===== src/rtl/pq_req_arbiter_pkg.sv =====
// Shared types for the priority-queue request arbiter: FSM states and settle-counter width.
package pq_pkg;
    localparam int SETTLE_CNT_W = 3;

    typedef enum logic [1:0] {
        INIT   = 2'd0,
        IDLE   = 2'd1,
        SETTLE = 2'd2
    } pq_state_e;
endpackage


===== src/rtl/pq_req_arbiter_rr_pick.sv =====
// Round-robin picker: one-hot grant to the first set request at or above ptr, wrapping.
module rr_pick #(
    parameter int N_REQ = 4,
    parameter int PTR_W = $clog2(N_REQ)
) (
    input  logic [N_REQ-1:0] req,
    input  logic [PTR_W-1:0] ptr,
    output logic [N_REQ-1:0] gnt
);
    logic             found_s;
    logic [PTR_W-1:0] idx_s;

    // Scan requesters starting at ptr; the first hit wins.
    always_comb begin
        gnt     = '0;
        found_s = 1'b0;
        idx_s   = '0;
        for (int k = 0; k < N_REQ; k++) begin
            idx_s = PTR_W'((int'(ptr) + k) % N_REQ);
            if (!found_s && req[idx_s]) begin
                gnt[idx_s] = 1'b1;
                found_s    = 1'b1;
            end else begin
                found_s = found_s;
            end
        end
    end
endmodule


===== src/rtl/pq_req_arbiter.sv =====
// Arbitrates N_REQ push requesters and one pop consumer onto a single priority queue,
// inserting settle cycles after each queue operation.
module pq_req_arbiter
    import pq_pkg::*;
#(
    parameter int N_REQ         = 4,
    parameter int DATA_WIDTH    = 16,
    parameter int ENQ_ENA       = 1,
    parameter int SETTLE_CYCLES = 1
) (
    input  logic                             i_CLK,
    input  logic                             i_RSTn,
    input  logic [N_REQ-1:0]                 i_push_valid,
    input  logic [N_REQ-1:0][DATA_WIDTH-1:0] i_push_data,
    output logic [N_REQ-1:0]                 o_push_ready,
    output logic                             o_pop_valid,
    output logic [DATA_WIDTH-1:0]            o_pop_data,
    input  logic                             i_pop_ready,
    output logic                             o_pq_wrt,
    output logic                             o_pq_read,
    output logic [DATA_WIDTH-1:0]            o_pq_data,
    input  logic                             i_pq_full,
    input  logic                             i_pq_empty,
    input  logic [DATA_WIDTH-1:0]            i_pq_data,
    output logic                             o_zero_drop
);
    localparam int RR_W = $clog2(N_REQ);

    pq_state_e               state_r, state_nxt_s;
    logic [SETTLE_CNT_W-1:0] cnt_r, cnt_nxt_s;
    logic [RR_W-1:0]         rr_r, rr_nxt_s;

    logic [N_REQ-1:0]      real_req_s, zero_req_s, pick_req_s, pick_gnt_s;
    logic                  idle_s, pop_fire_s, can_push_s, push_fire_s;
    logic [RR_W-1:0]       gnt_idx_s;
    logic [DATA_WIDTH-1:0] gnt_key_s;

    // Split requests into real keys and zero keys (zero keys are dropped, not queued).
    always_comb begin
        real_req_s = '0;
        zero_req_s = '0;
        for (int i = 0; i < N_REQ; i++) begin
            real_req_s[i] = i_push_valid[i] && (i_push_data[i] != '0);
            zero_req_s[i] = i_push_valid[i] && (i_push_data[i] == '0);
        end
    end

    // Decide whether a real push may go this cycle; a pop always makes room as a replace.
    always_comb begin
        idle_s     = (state_r == IDLE);
        pop_fire_s = idle_s && !i_pq_empty && i_pop_ready;
        if (pop_fire_s) begin
            can_push_s = 1'b1;
        end else if (ENQ_ENA != 32'sd0) begin
            can_push_s = !i_pq_full;
        end else begin
            can_push_s = i_pq_empty;
        end
        push_fire_s = idle_s && (|real_req_s) && can_push_s;
        if (push_fire_s) begin
            pick_req_s = real_req_s;
        end else if (idle_s) begin
            pick_req_s = zero_req_s;
        end else begin
            pick_req_s = '0;
        end
    end

    rr_pick #(
        .N_REQ (N_REQ),
        .PTR_W (RR_W)
    ) u_rr_pick (
        .req (pick_req_s),
        .ptr (rr_r),
        .gnt (pick_gnt_s)
    );

    // Decode the one-hot grant into an index and the granted key.
    always_comb begin
        gnt_idx_s = '0;
        gnt_key_s = '0;
        for (int i = 0; i < N_REQ; i++) begin
            if (pick_gnt_s[i]) begin
                gnt_idx_s = RR_W'(i);
                gnt_key_s = i_push_data[i];
            end else begin
                gnt_idx_s = gnt_idx_s;
            end
        end
    end

    // Handshake and strobe outputs; with ENQ_ENA=0 a lone push goes out as a replace.
    always_comb begin
        o_push_ready = pick_gnt_s;
        o_pop_valid  = idle_s && !i_pq_empty;
        o_pop_data   = i_pq_data;
        o_pq_wrt     = push_fire_s;
        o_pq_read    = pop_fire_s || (push_fire_s && (ENQ_ENA == 32'sd0));
        o_pq_data    = push_fire_s ? gnt_key_s : '0;
        o_zero_drop  = !push_fire_s && (|pick_gnt_s);
    end

    // Next-state, settle counter and round-robin pointer.
    always_comb begin
        state_nxt_s = state_r;
        cnt_nxt_s   = cnt_r;
        rr_nxt_s    = rr_r;
        if (|pick_gnt_s) begin
            if (gnt_idx_s == RR_W'(N_REQ - 1)) begin
                rr_nxt_s = '0;
            end else begin
                rr_nxt_s = gnt_idx_s + RR_W'(1);
            end
        end else begin
            rr_nxt_s = rr_r;
        end
        case (state_r)
            INIT: begin
                state_nxt_s = IDLE;
                cnt_nxt_s   = '0;
            end
            IDLE: begin
                if ((o_pq_wrt || o_pq_read) && (SETTLE_CYCLES != 32'sd0)) begin
                    state_nxt_s = SETTLE;
                    cnt_nxt_s   = SETTLE_CNT_W'(SETTLE_CYCLES);
                end else begin
                    state_nxt_s = IDLE;
                end
            end
            SETTLE: begin
                if (cnt_r <= SETTLE_CNT_W'(1)) begin
                    state_nxt_s = IDLE;
                    cnt_nxt_s   = '0;
                end else begin
                    cnt_nxt_s = cnt_r - SETTLE_CNT_W'(1);
                end
            end
            default: begin
                state_nxt_s = INIT;
                cnt_nxt_s   = '0;
            end
        endcase
    end

    // State registers with asynchronous active-low reset.
    always_ff @(posedge i_CLK or negedge i_RSTn) begin
        if (!i_RSTn) begin
            state_r <= INIT;
            cnt_r   <= '0;
            rr_r    <= '0;
        end else begin
            state_r <= state_nxt_s;
            cnt_r   <= cnt_nxt_s;
            rr_r    <= rr_nxt_s;
        end
    end
endmodule


===== config.mk =====
export PLATFORM = sky130hd
export DESIGN_NAME = pq_req_arbiter
export DESIGN_NICKNAME = d
export VERILOG_FILES = /design/src/rtl/pq_req_arbiter_pkg.sv /design/src/rtl/pq_req_arbiter_rr_pick.sv /design/src/rtl/pq_req_arbiter.sv
export SDC_FILE = /design/constraint.sdc
export NUM_CORES = 1
export LEC_CHECK = 0
export CAP_MARGIN = 25
export CORE_MARGIN = 3
export CORE_UTILIZATION = 40
export CTS_CLUSTER_DIAMETER = 120
export CTS_CLUSTER_SIZE = 30
export DETAILED_ROUTE_END_ITERATION = 6
export DONT_BUFFER_PORTS = 1
export GPL_TIMING_DRIVEN = 0
export PLACE_DENSITY = 0.54
export SETUP_SLACK_MARGIN = 0.2
export SYNTH_ARGS = -nofsm -noshare
export SYNTH_HDL_FRONTEND = slang
export SYNTH_SLANG_ARGS = --single-unit

===== constraint.sdc =====
create_clock -name i_CLK -period 8.8 [get_ports i_CLK]
set_input_delay 1.32 -clock i_CLK [delete_from_list [all_inputs] [get_ports i_CLK]]
set_output_delay 1.32 -clock i_CLK [all_outputs]
set_load 0.05 [all_outputs]

## Word-level counts from Yosys, hierarchy flattened

Cells that the tools add are included.

- $lt $le $gt $ge: 9
- Add/subtract/negate cells: 5
- Eq/ne operators: 5
- Reduce and logical (&&, ||, !) cells: 38
- Muxes and demuxes: 41
- Bitwise logic cells: 3

Operators with widths:

| cell | number |
|---|---|
| $mux 16 | 5 |
| $logic_not 16->1 | 4 |
| $reduce_bool 16->1 | 4 |
| $mux 4 | 6 |
| $logic_and 1x1->1 | 20 |
| $mux 1 | 13 |
| $lt 2x3->1 const B | 4 |
| $or 4x4->4 | 3 |
| $mux 2 | 5 |
| $bmux 1 s2 | 4 |
| $demux 1 s2 | 4 |
| $ge 2x1->1 const B | 4 |
| $reduce_or 4->1 | 2 |
| $logic_not 1->1 | 6 |
| $mux 3 | 2 |
| $pmux 2 s3 | 1 |
| $pmux 3 s2 | 1 |
| $add 2x1->2 const B | 2 |
| $add 2x2->2 const B | 2 |
| $eq 2x2->1 const B | 2 |
| $le 3x1->1 const B | 1 |
| $sub 3x1->3 const B | 1 |
| $eq 2x1->1 const B | 1 |
| $logic_not 2->1 | 1 |
| other kinds (3) | 3 |

- Bits in registers: 7
- Output and inout port bits: 40
- Word-level logic and storage cells: 104

## Logic depth before layout (Yosys ltp)

- Depth after elaboration: 23
- Depth in mapped cells: 14

## Cells and area by module

A second synthesis with hierarchy kept.

- Cells, all modules: 253
- Area, all modules: 1,908.1 um^2

Modules (own cells, without submodules):

| module | seq. area each (um^2) | area each (um^2) | cells each | instances |
|---|---|---|---|---|
| pq_req_arbiter | 175.2 | 1,570.3 | 217 | 1 |
| rr_pick | 0.0 | 337.8 | 36 | 1 |

## Worst setup path before layout

No wires, ideal clock.

- Path kind: input to output
- From: in i_push_data[26] (netlist name)
- To: out o_pq_data[10]
- Arrival: 4,914 ps
- Setup slack: 2,566 ps
- Stages on the path: 11
- Buffers on the path: 1
- Required time: 7,480 ps
- Cells stage by stage: nor4_1 -> a41oi_1 -> o31ai_1 -> a22oi_1 -> mux4_2 -> nor2_1 -> and2_1 -> a2111o_1 -> clkbuf_1 -> a311oi_1 -> o21ai_1

- Longest elaborated chain between the ends: 23
- Elaborated cells between the ends (all ways): 38
- Those cells by class: mux (22); bitwise (3); reduce/logical (13)

RTL lines:

| element | RTL line | text |
|---|---|---|
| from (decl) | pq_req_arbiter.sv:14 | `input logic [N_REQ-1:0][DATA_WIDTH-1:0] i_push_data,` |
| $reduce_bool 16->1 | pq_req_arbiter.sv:43 | `real_req_s[i] = i_push_valid[i] && (i_push_data[i] != '0);` |
| $logic_and 1x1->1 | pq_req_arbiter.sv:43 |  |
| $reduce_or 4->1 | pq_req_arbiter.sv:59 | `push_fire_s = idle_s && (\|real_req_s) && can_push_s;` |
| $logic_and 1x1->1 (2 in a row) | pq_req_arbiter.sv:59 |  |
| $mux 4 * | pq_req_arbiter.sv:60 | `if (push_fire_s) begin` |
| $bmux 1 s2 | pq_req_arbiter_rr_pick.sv:20 | `if (!found_s && req[idx_s]) begin` |
| $mux 1 (implied by the code) | pq_req_arbiter_rr_pick.sv:20 |  |
| $mux 1 | pq_req_arbiter_rr_pick.sv:20 |  |
| [4 not listed] | n/a |  |
| $logic_and 1x1->1 | pq_req_arbiter_rr_pick.sv:20 |  |
| $mux 1 | pq_req_arbiter_rr_pick.sv:20 |  |
| $logic_not 1->1 | pq_req_arbiter_rr_pick.sv:20 |  |
| $logic_and 1x1->1 | pq_req_arbiter_rr_pick.sv:20 |  |
| $mux 4 * | pq_req_arbiter_rr_pick.sv:20 |  |
| net o_push_ready[0] | pq_req_arbiter.sv:15 | `output logic [N_REQ-1:0] o_push_ready,` |
| $mux 16 * (4 in a row) | pq_req_arbiter.sv:83 | `if (pick_gnt_s[i]) begin` |
| $mux 16 * | pq_req_arbiter.sv:99 | `o_pq_data = push_fire_s ? gnt_key_s : '0;` |
| to (decl) | pq_req_arbiter.sv:21 | `output logic [DATA_WIDTH-1:0] o_pq_data,` |

Mark *: on every way through the listed nets, which the timed path passes. The rest lies on a longest branch. The select of a mux whose other input is x is not followed.

## Final worst setup path

- From: in i_push_data[18] (netlist name)
- To: out o_pq_data[13]

Same word-level chain as after synthesis.

==> out/summary.txt <==
Max-slew headroom - 30.0%
status - finished clean
ANT nets after route - 0
Leak - 0.727 nW
pwr dens - 370 nW/µm²
Util after Layout - 46.0%
Final setup viols - 0
Worst Path Buf+Inv - 1
CP Class - input pin to output port
CP Max Fanout - 10
minimum clock period - 6970 ps
placed insts - 330
worst r2r src - state_r[1]
clock root buffer - clkbuf_8
Mapped Nets - 366
num rows - 24
PortBufs - 0
fillcell total - 518
synth top area cells - dfrtp_1, nor4_2, ha_1
Max Slew Vio Count - 0
WL/cell - 19.4 µm
clock buffer depth - 2
Initial Util - 43.3%
final setup TNS - 0 ps
largest net degree at the start of global routing - 11
fmax - 144 MHz
MaxCap Viol Count - 0
number of global-route vias before repair - 2,016
sequential area share after synthesis - 8.87%
CTS HTree Levels - 1
Cell Chain, Critical Path - nor4_1 -> a41oi_1 -> o31ai_1 -> a22oi_1 -> mux4_2 -> nor2_1 -> and2_1 -> a2111o_1 -> clkbuf_1 -> a311oi_1 -> o21ai_1
First-pass DRT Iterations - 4
Setup WS post-layout - 1830 ps
critical path's top delay family - compound AO/OA/AOI/OAI gates
total gr overflow - 0
RePlAce Congestion - 0.866
All-Layer GR Usage - 21.3%
Core Area - 4560 µm²
HP Class - flip-flop to flip-flop
most common cell in the netlist - o21ai_1
detailed-route DRC error count - 0
post-synth cell types - 47
Startpoint Class - input pin
Die Y - 76.3 µm
Hold Slack - 481 ps
CTS sink count - 7
CP max stage cell - o21ai_1
Req. time, crit path - 7480 ps
Crit. End Element - output port
Yosys Warn Count - 0
Mean Syn Cell Area - 7.45 µm²
register area - 175 µm²
worst skew pair latency - 230 ps
Worst Max-Slew Pin Slew - 1040 ps
Non-Filler Instances - 334
TritonCTS Buffers - 3
CTS clk-pin slew, worst paths - 40 ps
Post-Syn Area - 1970 µm²
#FFs+latches synth - 7
RSZ-0062 raised after global routing - no
Setup Skew - 5.05 ps
Final Hold Viols - 0
CP startpoint - i_push_data[18]
area of the multi-input gates - 1540 µm²
area added between synthesis and finish - 6.40%
ys flop type - dfrtp_1
share of layout cells above drive strength 1 - 18.6%
CP max stage delay - 810 ps
Avg Vias per Cell - 6.37
DP HPWL - 5.56 mm
EDFF count, synth - 0
nets - 371
area leader, netlist - dfrtp_1
IO Pins - 129
n_diodes - 0
Async S/R FF share, synth - 100%
CTS tree - yes
post-synthesis cell count - 265
initial antenna violation count - 0
Vias - 2,126
Final Cycle Share - 79.2%
Die Area - 5810 µm²
DR iter-0 viols - 120
DP Worst Slack - 1870 ps
DRT Wirelength - 6.49 mm
Max VDD drop - 0.134 mV
post-CTS setup buffers - 0
Synth top area share - 8.87%
crit path DAT - 5650 ps
CTS resizes - 0
Hold Buf Count CTS - 0
Post-synth top cells - o21ai_1, o21ai_0
first-pass GRT wire length - 10.1 mm
die span in x - 76.3 µm
HP Start - cnt_r[1]
==> final timing paths <==
path	cells past startpoint	endpoint	slack (ps)
min in group asynchronous	0	cnt_r[2]	780
worst max-delay path	11	o_pq_data[13]	1830
worst min register to register	2	cnt_r[1]	480
worst min-delay path	2	cnt_r[1]	480
max in group asynchronous	0	cnt_r[1]	7940
worst max register to register	14	rr_r[0]	4570
==> cell usage in the layout (no fill, tap or decap), types with 6 or more instances in the layout <==
cell | netlist | final
o21ai_1 | 21 | 21
o21ai_0 | 17 | 17
a21boi_0 | 16 | 16
a311oi_1 | 16 | 16
nand3_1 | 16 | 16
buf_4 | 16 | 16
inv_1 | 14 | 14
nor4_2 | 14 | 14
nor2_1 | 14 | 14
clkbuf_1 | 12 | 13
nand2_1 | 13 | 13
ha_1 | 12 | 12
and2_1 | 8 | 8
dfrtp_1 | 7 | 7
o31ai_1 | 6 | 6
==> tightest hold or removal path: stages, from the launching register on <==
cell	delay, ps
dfrtp_1	340
nand2_1	50
o31ai_1	60
==> flip-flops by register name (all words and copies together) (netlist names) <==
| signal | flops |
|---|---|
| cnt_r | 3 |
| rr_r | 2 |
| state_r | 2 |
==> power by group <==
part / internal, mW / switching (mW)
combinational: 0.179 / 0.494
sequential: 0.0452 / 0.0127
clock: 0.0313 / 0.0139
total: 0.256 / 0.521
==> cell families after synthesis <==
kind of cell             count (synthesis)  share of synthesized area, %
AO/OA/AOI/OAI                          103                          38.0
multiplexers                             3                          3.42
buffers and inverters                   49                          12.9
AND/OR/NAND/NOR                         91                          29.2
flip-flops                               7                          8.87
adder cells (fa/ha/maj)                 12                          7.60
==> cell type report <==
cell class / count / share of cell area [%]
multi-input combinational: 209 / 73.5
sequential: 7 / 8.34
inverter: 16 / 2.86
tap: 65 / 3.87
buffer: 33 / 9.29
clock buffer: 4 / 2.14
==> stage by stage <==
| stage | power [mW] | instance area, µm² |
|---|---|---|
| final | 0.777 | 2100 |
| after global routing | 0.845 | 2100 |
| after CTS | 0.776 | 2100 |
| after detailed placement | 0.728 | 2060 |
| after global placement | 0.724 | 2060 |
| after floorplan | 0.614 | 1970 |
==> per-layer routing <==
| metal | vias to the layer above | GRT usage, % | wire length, µm |
|---|---|---|---|
| li1 | 1023 | - | - |
| met5 | - | 0 | 0 |
| met3 | 6 | 6.26 | 759 |
| met4 | 0 | 5.07 | 59 |
| met1 | 986 | 28.6 | 2820 |
| met2 | 111 | 33.3 | 2850 |
No activity file was read; power rests on OpenSTA's default activity.
